**config.mk**
```make
export PLATFORM = sky130hd
export DESIGN_NAME = telem_rx
export DESIGN_NICKNAME = d
export VERILOG_FILES = /design/src/rtl/telem_rx.sv
export SDC_FILE = /design/constraint.sdc
export NUM_CORES = 1
export LEC_CHECK = 0
export ABC_AREA = 1
export BUFFER_PORTS_ARGS = -buffer_cell sky130_fd_sc_hd__buf_2
export CAP_MARGIN = 20
export CORE_MARGIN = 2
export CORE_UTILIZATION = 60
export CTS_CLUSTER_SIZE = 16
export DETAILED_ROUTE_END_ITERATION = 6
export MAX_ROUTING_LAYER = met4
export PLACE_DENSITY = 0.8
export SETUP_SLACK_MARGIN = 0.5
export SLEW_MARGIN = 20
export SYNTH_ARGS = -nofsm -noshare
export SYNTH_HDL_FRONTEND = slang
export SYNTH_SLANG_ARGS = --single-unit
```
**constraint.sdc**
```tcl
create_clock -name clk -period 2.4 [get_ports clk]
set_clock_uncertainty 0.2 [all_clocks]
set_input_delay 0.24 -clock clk [delete_from_list [all_inputs] [get_ports clk]]
set_output_delay 0.24 -clock clk [all_outputs]
set_load 0.005 [all_outputs]
```
**src/rtl/telem_rx.sv**
```systemverilog
// eBike telemetry receiver: 8N1 UART plus AA 55 framed battery/current/torque parser.
// Define TELEM_CHKSUM_EN to require a trailing modulo-256 payload checksum byte.
module telem_rx #(
    parameter int unsigned BAUD_DIV = 2604
) (
    input  logic        clk,
    input  logic        rst,
    input  logic        RX,
    output logic [11:0] batt,
    output logic [11:0] curr,
    output logic [11:0] torque,
    output logic        vld,
    output logic        frm_err
);

    localparam logic [15:0] FULL_LD = 16'(BAUD_DIV - 1);
    localparam logic [15:0] HALF_LD = 16'(BAUD_DIV / 2 - 1);

    typedef enum logic [1:0] {U_IDLE, U_START, U_DATA, U_STOP} ust_t;
    typedef enum logic [1:0] {P_HDR1, P_HDR2, P_PAYLOAD, P_CHK} pst_t;

    ust_t        ust_q, ust_d;
    pst_t        pst_q, pst_d;
    logic        rx_meta_q, rx_sync_q;
    logic        armed_q, armed_d;
    logic [15:0] cnt_q, cnt_d;
    logic [2:0]  bitn_q, bitn_d;
    logic [7:0]  shift_q, shift_d;
    logic [7:0]  byte_q, byte_d;
    logic        rdy_q, rdy_d;
    logic        stop_bad;
    logic [2:0]  idx_q, idx_d;
    logic [35:0] shadow_q, shadow_d;
    logic [11:0] batt_q, batt_d, curr_q, curr_d, torque_q, torque_d;
    logic        vld_q, vld_d, err_q, err_d;
    logic        commit;
`ifdef TELEM_CHKSUM_EN
    logic [7:0]  sum_q, sum_d;
`endif

    // Start detection is level-based once the line has been seen high, so a
    // held-low break keeps re-triggering and reports repeated framing errors.
    always_comb begin
        ust_d    = ust_q;
        cnt_d    = cnt_q;
        bitn_d   = bitn_q;
        shift_d  = shift_q;
        byte_d   = byte_q;
        rdy_d    = 1'b0;
        stop_bad = 1'b0;
        armed_d  = armed_q | rx_sync_q;
        case (ust_q)
            U_IDLE: begin
                if (armed_q && !rx_sync_q) begin
                    ust_d = U_START;
                    cnt_d = HALF_LD;
                end
            end
            U_START: begin
                if (cnt_q == 16'd0) begin
                    if (!rx_sync_q) begin
                        ust_d  = U_DATA;
                        cnt_d  = FULL_LD;
                        bitn_d = 3'd0;
                    end else begin
                        ust_d = U_IDLE;
                    end
                end else begin
                    cnt_d = cnt_q - 16'd1;
                end
            end
            U_DATA: begin
                if (cnt_q == 16'd0) begin
                    shift_d = {rx_sync_q, shift_q[7:1]};
                    cnt_d   = FULL_LD;
                    bitn_d  = bitn_q + 3'd1;
                    if (bitn_q == 3'd7) ust_d = U_STOP;
                end else begin
                    cnt_d = cnt_q - 16'd1;
                end
            end
            default: begin
                if (cnt_q == 16'd0) begin
                    ust_d = U_IDLE;
                    if (rx_sync_q) begin
                        rdy_d  = 1'b1;
                        byte_d = shift_q;
                    end else begin
                        stop_bad = 1'b1;
                    end
                end else begin
                    cnt_d = cnt_q - 16'd1;
                end
            end
        endcase
    end

    always_comb begin
        pst_d    = pst_q;
        idx_d    = idx_q;
        shadow_d = shadow_q;
        vld_d    = 1'b0;
        err_d    = stop_bad;
        commit   = 1'b0;
`ifdef TELEM_CHKSUM_EN
        sum_d    = sum_q;
`endif
        if (stop_bad) begin
            pst_d = P_HDR1;
        end else if (rdy_q) begin
            case (pst_q)
                P_HDR1: if (byte_q == 8'hAA) pst_d = P_HDR2;
                P_HDR2: begin
                    if (byte_q == 8'h55) begin
                        pst_d = P_PAYLOAD;
                        idx_d = 3'd0;
`ifdef TELEM_CHKSUM_EN
                        sum_d = 8'd0;
`endif
                    end else if (byte_q != 8'hAA) begin
                        pst_d = P_HDR1;
                    end
                end
                P_PAYLOAD: begin
                    if (!idx_q[0] && byte_q[7:4] != 4'h0) begin
                        err_d = 1'b1;
                        pst_d = P_HDR1;
                    end else begin
                        // High bytes contribute only their nibble to the field.
                        shadow_d = idx_q[0] ? {shadow_q[27:0], byte_q}
                                            : {shadow_q[31:0], byte_q[3:0]};
                        idx_d = idx_q + 3'd1;
`ifdef TELEM_CHKSUM_EN
                        sum_d = sum_q + byte_q;
                        if (idx_q == 3'd5) pst_d = P_CHK;
`else
                        if (idx_q == 3'd5) begin
                            commit = 1'b1;
                            pst_d  = P_HDR1;
                        end
`endif
                    end
                end
                default: begin
`ifdef TELEM_CHKSUM_EN
                    if (byte_q == sum_q) commit = 1'b1;
                    else err_d = 1'b1;
`endif
                    pst_d = P_HDR1;
                end
            endcase
        end
        vld_d    = commit;
        batt_d   = commit ? shadow_d[35:24] : batt_q;
        curr_d   = commit ? shadow_d[23:12] : curr_q;
        torque_d = commit ? shadow_d[11:0]  : torque_q;
    end

    always_ff @(posedge clk) begin
        if (rst) begin
            rx_meta_q <= 1'b0;
            rx_sync_q <= 1'b0;
            armed_q   <= 1'b0;
            ust_q     <= U_IDLE;
            cnt_q     <= 16'd0;
            bitn_q    <= 3'd0;
            shift_q   <= 8'd0;
            byte_q    <= 8'd0;
            rdy_q     <= 1'b0;
            pst_q     <= P_HDR1;
            idx_q     <= 3'd0;
            shadow_q  <= 36'd0;
            batt_q    <= 12'd0;
            curr_q    <= 12'd0;
            torque_q  <= 12'd0;
            vld_q     <= 1'b0;
            err_q     <= 1'b0;
`ifdef TELEM_CHKSUM_EN
            sum_q     <= 8'd0;
`endif
        end else begin
            rx_meta_q <= RX;
            rx_sync_q <= rx_meta_q;
            armed_q   <= armed_d;
            ust_q     <= ust_d;
            cnt_q     <= cnt_d;
            bitn_q    <= bitn_d;
            shift_q   <= shift_d;
            byte_q    <= byte_d;
            rdy_q     <= rdy_d;
            pst_q     <= pst_d;
            idx_q     <= idx_d;
            shadow_q  <= shadow_d;
            batt_q    <= batt_d;
            curr_q    <= curr_d;
            torque_q  <= torque_d;
            vld_q     <= vld_d;
            err_q     <= err_d;
`ifdef TELEM_CHKSUM_EN
            sum_q     <= sum_d;
`endif
        end
    end

    assign batt    = batt_q;
    assign curr    = curr_q;
    assign torque  = torque_q;
    assign vld     = vld_q;
    assign frm_err = err_q;

endmodule

```
Word-level counts from Yosys, hierarchy flattened --
Index checks and enable logic that the tools add are counted.
Cells by class: equal/unequal tests 21, mux-type cells 44, reductions and logical operators 21, $add $sub $neg 3, bitwise gates (word level) 4
Operators with widths (count):
- two-way mux 36 bit | 5
- two-way mux 16 bit | 5
- case mux 16 bit (3 select lines) | 1
- two-way mux 2 bit | 11
- logical NOT 16 bit | 1
- inequality test 2 bit, second input constant | 8
- subtractor 16 x 1 -> 16 bit, second input constant | 1
- two-way mux 3 bit | 5
- two-way mux 1 bit | 13
- case mux 2 bit (3 select lines) | 2
- case mux 3 bit (2 select lines) | 2
- AND reduction 5 bit | 2
- inequality test 3 bit, second input constant | 3
- == test 8 x 7 -> 1 bit, second input constant | 1
- == test 8 bit, second input constant | 1
- inequality test 8 bit, second input constant | 1
- AND reduction 4 bit | 2
- adder 3 x 1 -> 3 bit, second input constant | 2
- == test 3 bit, second input constant | 2
- AND reduction 3 bit | 2
- nonzero test 2 bit | 3
- OR reduction 5 bit | 1
- == test 2 x 1 -> 1 bit, second input constant | 2
- == test 2 bit, second input constant | 2
- other kinds (10) | 15
Word-level totals: logic and storage cells 110, output and inout port bits 38, bits of input ports 3, flip-flop bits (word level) 120

Longest topological paths before layout --
depth after elaboration 6, depth in mapped cells 13, depth with buffers taken out 13

Least setup slack after synthesis --
Ideal clock, no wire load.
path kind reg2reg, from register cnt_q[0], to register batt_q[6] (netlist: batt[6]), clock period less this slack 1840 ps, stages on the path, launching flop included 14, path slack 560 ps, arrival 1531 ps, path buffers 2, data required time 2091 ps, setup time 109 ps, cells stage by stage dfxtp_1 -> inv_1 -> ha_1 -> nand2_4 -> nor2_4 -> nand2_2 -> nor3_4 -> nor2_2 -> buf_6 -> buf_6 -> nor2_2 -> nor2_1 -> nand2_1 -> inv_1
On the way: word-level cells in the longest chain between the ends 4, elaborated cells on any way between the ends 5, those cells by class mux: 4; reduce/logical: 1
Ends and longest elaborated chain:
- from (decl) | line 26 | logic [15:0] cnt_q, cnt_d;
- from (signal assigned) | line 186 | cnt_q <= cnt_d;
- logical NOT 16 bit * | line 83 | if (cnt_q == 16'd0) begin
- two-way mux 1 bit * | line 83
- two-way mux 1 bit * | line 52 | case (ust_q)
- two-way mux 36 bit / two-way mux 1 bit (equally long branches) | line 108 | if (stop_bad) begin
- to (signal assigned) | line 194 | batt_q <= batt_d;
- to (decl) | line 34 | logic [11:0] batt_q, batt_d, curr_q, curr_d, torque_q, torque_d;
Every way passes the cells marked *; elsewhere a longest branch is shown, timed or not. A chain may end at the register's enable or synchronous reset.

Worst setup path after layout --
from register idx_q[0], to register shadow_q[14]
On the way: word-level cells in the longest chain between the ends 6, elaborated cells on any way between the ends 7, those cells by class mux: 5; reduce/logical: 2
Ends and longest elaborated chain:
- from (decl) | line 32 | logic [2:0] idx_q, idx_d;
- from (signal assigned) | line 192 | idx_q <= idx_d;
- logical NOT 1 bit | line 125 | if (!idx_q[0] && byte_q[7:4] != 4'h0) begin
- logical AND 1 bit | line 125
- two-way mux 36 bit * | line 125
- two-way mux 36 bit * | line 111 | case (pst_q)
- two-way mux 36 bit * | line 110 | end else if (rdy_q) begin
- two-way mux 36 bit * | line 108
- to (signal assigned) | line 193 | shadow_q <= shadow_d;
- to (decl) | line 33 | logic [35:0] shadow_q, shadow_d;
Marks and branches as above.

==> metrics <==
DRC Markers=0; status=finished clean; Setup WS post-layout=0.209 ns; placed insts=879; vias per cell=5.95; WL final=16200 um; starting density of the core=0.607; leakage power=0.00304 uW; post-route ant nets=0; final cycle utilization of the critical path=0.913; Fill cells=558; area delta synth->final=27.8%; Min Hold Slack=0.212 ns; Num CTS Buffers=17; Vias=5624; die area=0.0100 mm^2; IO Pins=41; Reg2Reg Setup Slack=0.21 ns; min Tclk post-route=2.19 ns; worst setup path end=shadow_q[14]$_SDFF_PP0_; hold depth=2; largest net degree at the start of global routing=60; nets@finish=839; CTS max path bufs=2; number of synthesized flops with an enable pin=0; CTS root buffer=clkbuf_8; Total Power=7530 uW; Final Hold Viols=0; CTS clk-pin slew, worst paths=0.06 ns; grt total ovfl=0; max_slew headroom=0.629; Clock Sinks=117; CP endpoint kind=register; Die W=100 um; Crit. Startpoint=idx_q[0]$_SDFFE_PP0P_; TritonRoute pass-1 iters=7; Post-Syn Nets=771; reg2reg start=idx_q[0]$_SDFFE_PP0P_; Final HPWL DP=8440 um; layout cell share with drive strength beyond 1=0.283; setup violators final=0; Tightest Pin Transition=0.550 ns; setup TNS=0 ns; post-synthesis cell area=0.00553 mm^2; Syn. warnings=0; CP required=2.65 ns; Die Y=100 um; Setup CP Type=register to register; max cap viols=0; sequential group share of total power=0.303; internal power=4500 uW; n_diodes=0; worst r2r dst=shadow_q[14]$_SDFF_PP0_; pwr dens=1070 mW/mm^2; core area=0.00911 mm^2; Hold Crit Class=register to register; Mapped Cells=754; CTS H-tree lvls=4; startpoint types=register; most frequent cell after synthesis=dfxtp_1; post-synth top area cell=dfxtp_1; TritonCTS clock tree=done; fin cells=946; Tot GR Track Use=0.286; first-pass GRT wire length=22400 um; synth cell count leaders=117 x dfxtp_1, 116 x nand2_1, 101 x nor2_1, 82 x inv_1, 74 x a21oi_1; Max Clk Rate=456 MHz; Clock power frac=0.310; post-synthesis sequential area ratio=0.424; initial antenna violation count=0; sw frac=0.402; flops & latches, synth=117; post-synthesis cell type count=35; Synth area leaders=dfxtp_1 42%, nand2_1 7.9%, nor2_1 6.9%; Clock Latency Late Sink=0.53 ns; area share of the largest cell type after synthesis=0.424; fin. max-slew vios=0; Net Sw Power=3030 uW; IR drop worst, VDD=635 uV; ys async rst share=0; Synth Area per Inst=7.33 um^2; routability cong.=0.883; DR iter-0 viols=519; number of buffers added on ports=40; crit path max fanout=51; RSZ-0062 raised after global routing=yes; Worst R2R Path Depth=6; Logic pwr share=0.387; CP Data Arrival Time=2.44 ns; post-place setup slack=0.303 ns; Core Rows=35; vias in the first global route=4859; DR WL/cell=17.1 um; Top FF cell, synth=dfxtp_1
-- worst max-delay path, stage by stage, from the launching register on --
cell and delay [ns]:
dfxtp_2 0.38, clkbuf_8 0.33, clkinvlp_4 0.18, buf_4 0.19, o21ai_0 0.41, o21ai_0 0.23, a21oi_1 0.19
-- placed cells by master, fill, tap and decap left out, drive strengths merged --
master	instances
nand2	125
nor2	119
dfxtp	117
o21ai	110
inv	90
buf	78
a21oi	74
nand3	28
clkbuf	23
nand4	16
ha	14
nor3	8
clkinvlp	5
nand3b	4
a211oi	4
clkinv	4
xor2	3
xnor2	3
dlygate4sd3	3
nor4	2
o22ai	2
a21o	1
o211ai	1
a21boi	1
-- layout make-up --
type,instances,area [um^2],share of cell area
Sequential cell,117,2370,0.335
Clock buffer,18,428,0.0605
Inverter,85,333,0.0471
Multi-Input combinational cell,515,2940,0.417
Clock inverter,14,120,0.0170
Tap cell,111,139,0.0196
Timing Repair Buffer,86,733,0.104
-- power groups by stage --
stage	clock, uW	combinational (uW)	sequential (uW)
floorplan	0	1710	2210
global placement	0	1970	2240
detailed placement	0	2030	2240
CTS	2320	2130	2210
global route	2400	3120	2290
finish	2330	2920	2280
-- metrics by stage --
| stage | instance area, um^2 | util |
|---|---|---|
| final | 7070 | 0.776 |
| after detailed placement | 5770 | 0.633 |
| after global placement | 5770 | 0.633 |
| after floorplan | 5530 | - |
| after global routing | 7070 | 0.776 |
| after CTS | 6520 | 0.716 |
-- registers in the layout (all words and copies together) (netlist names) --
signal,flops
shadow_q,33
cnt_q,16
batt,12
curr,12
torque,12
byte_q,8
shift_q,8
bitn_q,3
idx_q,3
pst_q,2
ust_q,2
armed_q,1
frm_err,1
rdy_q,1
rx_meta_q,1
rx_sync_q,1
vld,1
-- worst min path at each step --
stage / startpoint / slack [ns] / to
2_1_floorplan: RX / 0.15 / rx_meta_q$_SDFF_PP0_
3_3_place_gp: rx_meta_q$_SDFF_PP0_ / 0.20 / rx_sync_q$_SDFF_PP0_
3_5_place_dp: rx_meta_q$_SDFF_PP0_ / 0.21 / rx_sync_q$_SDFF_PP0_
4_1_cts: rx_meta_q$_SDFF_PP0_ / 0.21 / rx_sync_q$_SDFF_PP0_
5_1_grt: rx_meta_q$_SDFF_PP0_ / 0.24 / rx_sync_q$_SDFF_PP0_
6_report: rx_meta_q$_SDFF_PP0_ / 0.21 / rx_sync_q$_SDFF_PP0_
-- per-layer routing --
| metal | wire length, um | part of all wire | global-route usage |
|---|---|---|---|
| met5 | 0 | 0 | - |
| met4 | 711 | 0.044 | 0.0969 |
| met3 | 1550 | 0.096 | 0.0613 |
| met2 | 7450 | 0.46 | 0.436 |
| met1 | 6480 | 0.40 | 0.380 |
-- cells by family after synthesis --
logic type,synth area share
flops,0.424
buf+inv,0.0998
fa+ha+maj,0.0317
compound gates,0.182
simple gates,0.253
xor+xnor,0.00951
-- repair_timing --
item	CTS	global route
setup buffers	9	15
gates resized for setup	23	104
gates cloned	1	7
pin swaps	5	32
hold buffers	3	0
endpoints found under the setup margin	95	93
hold endpoints to repair	13	0
(Power assumes the default switching activity.)
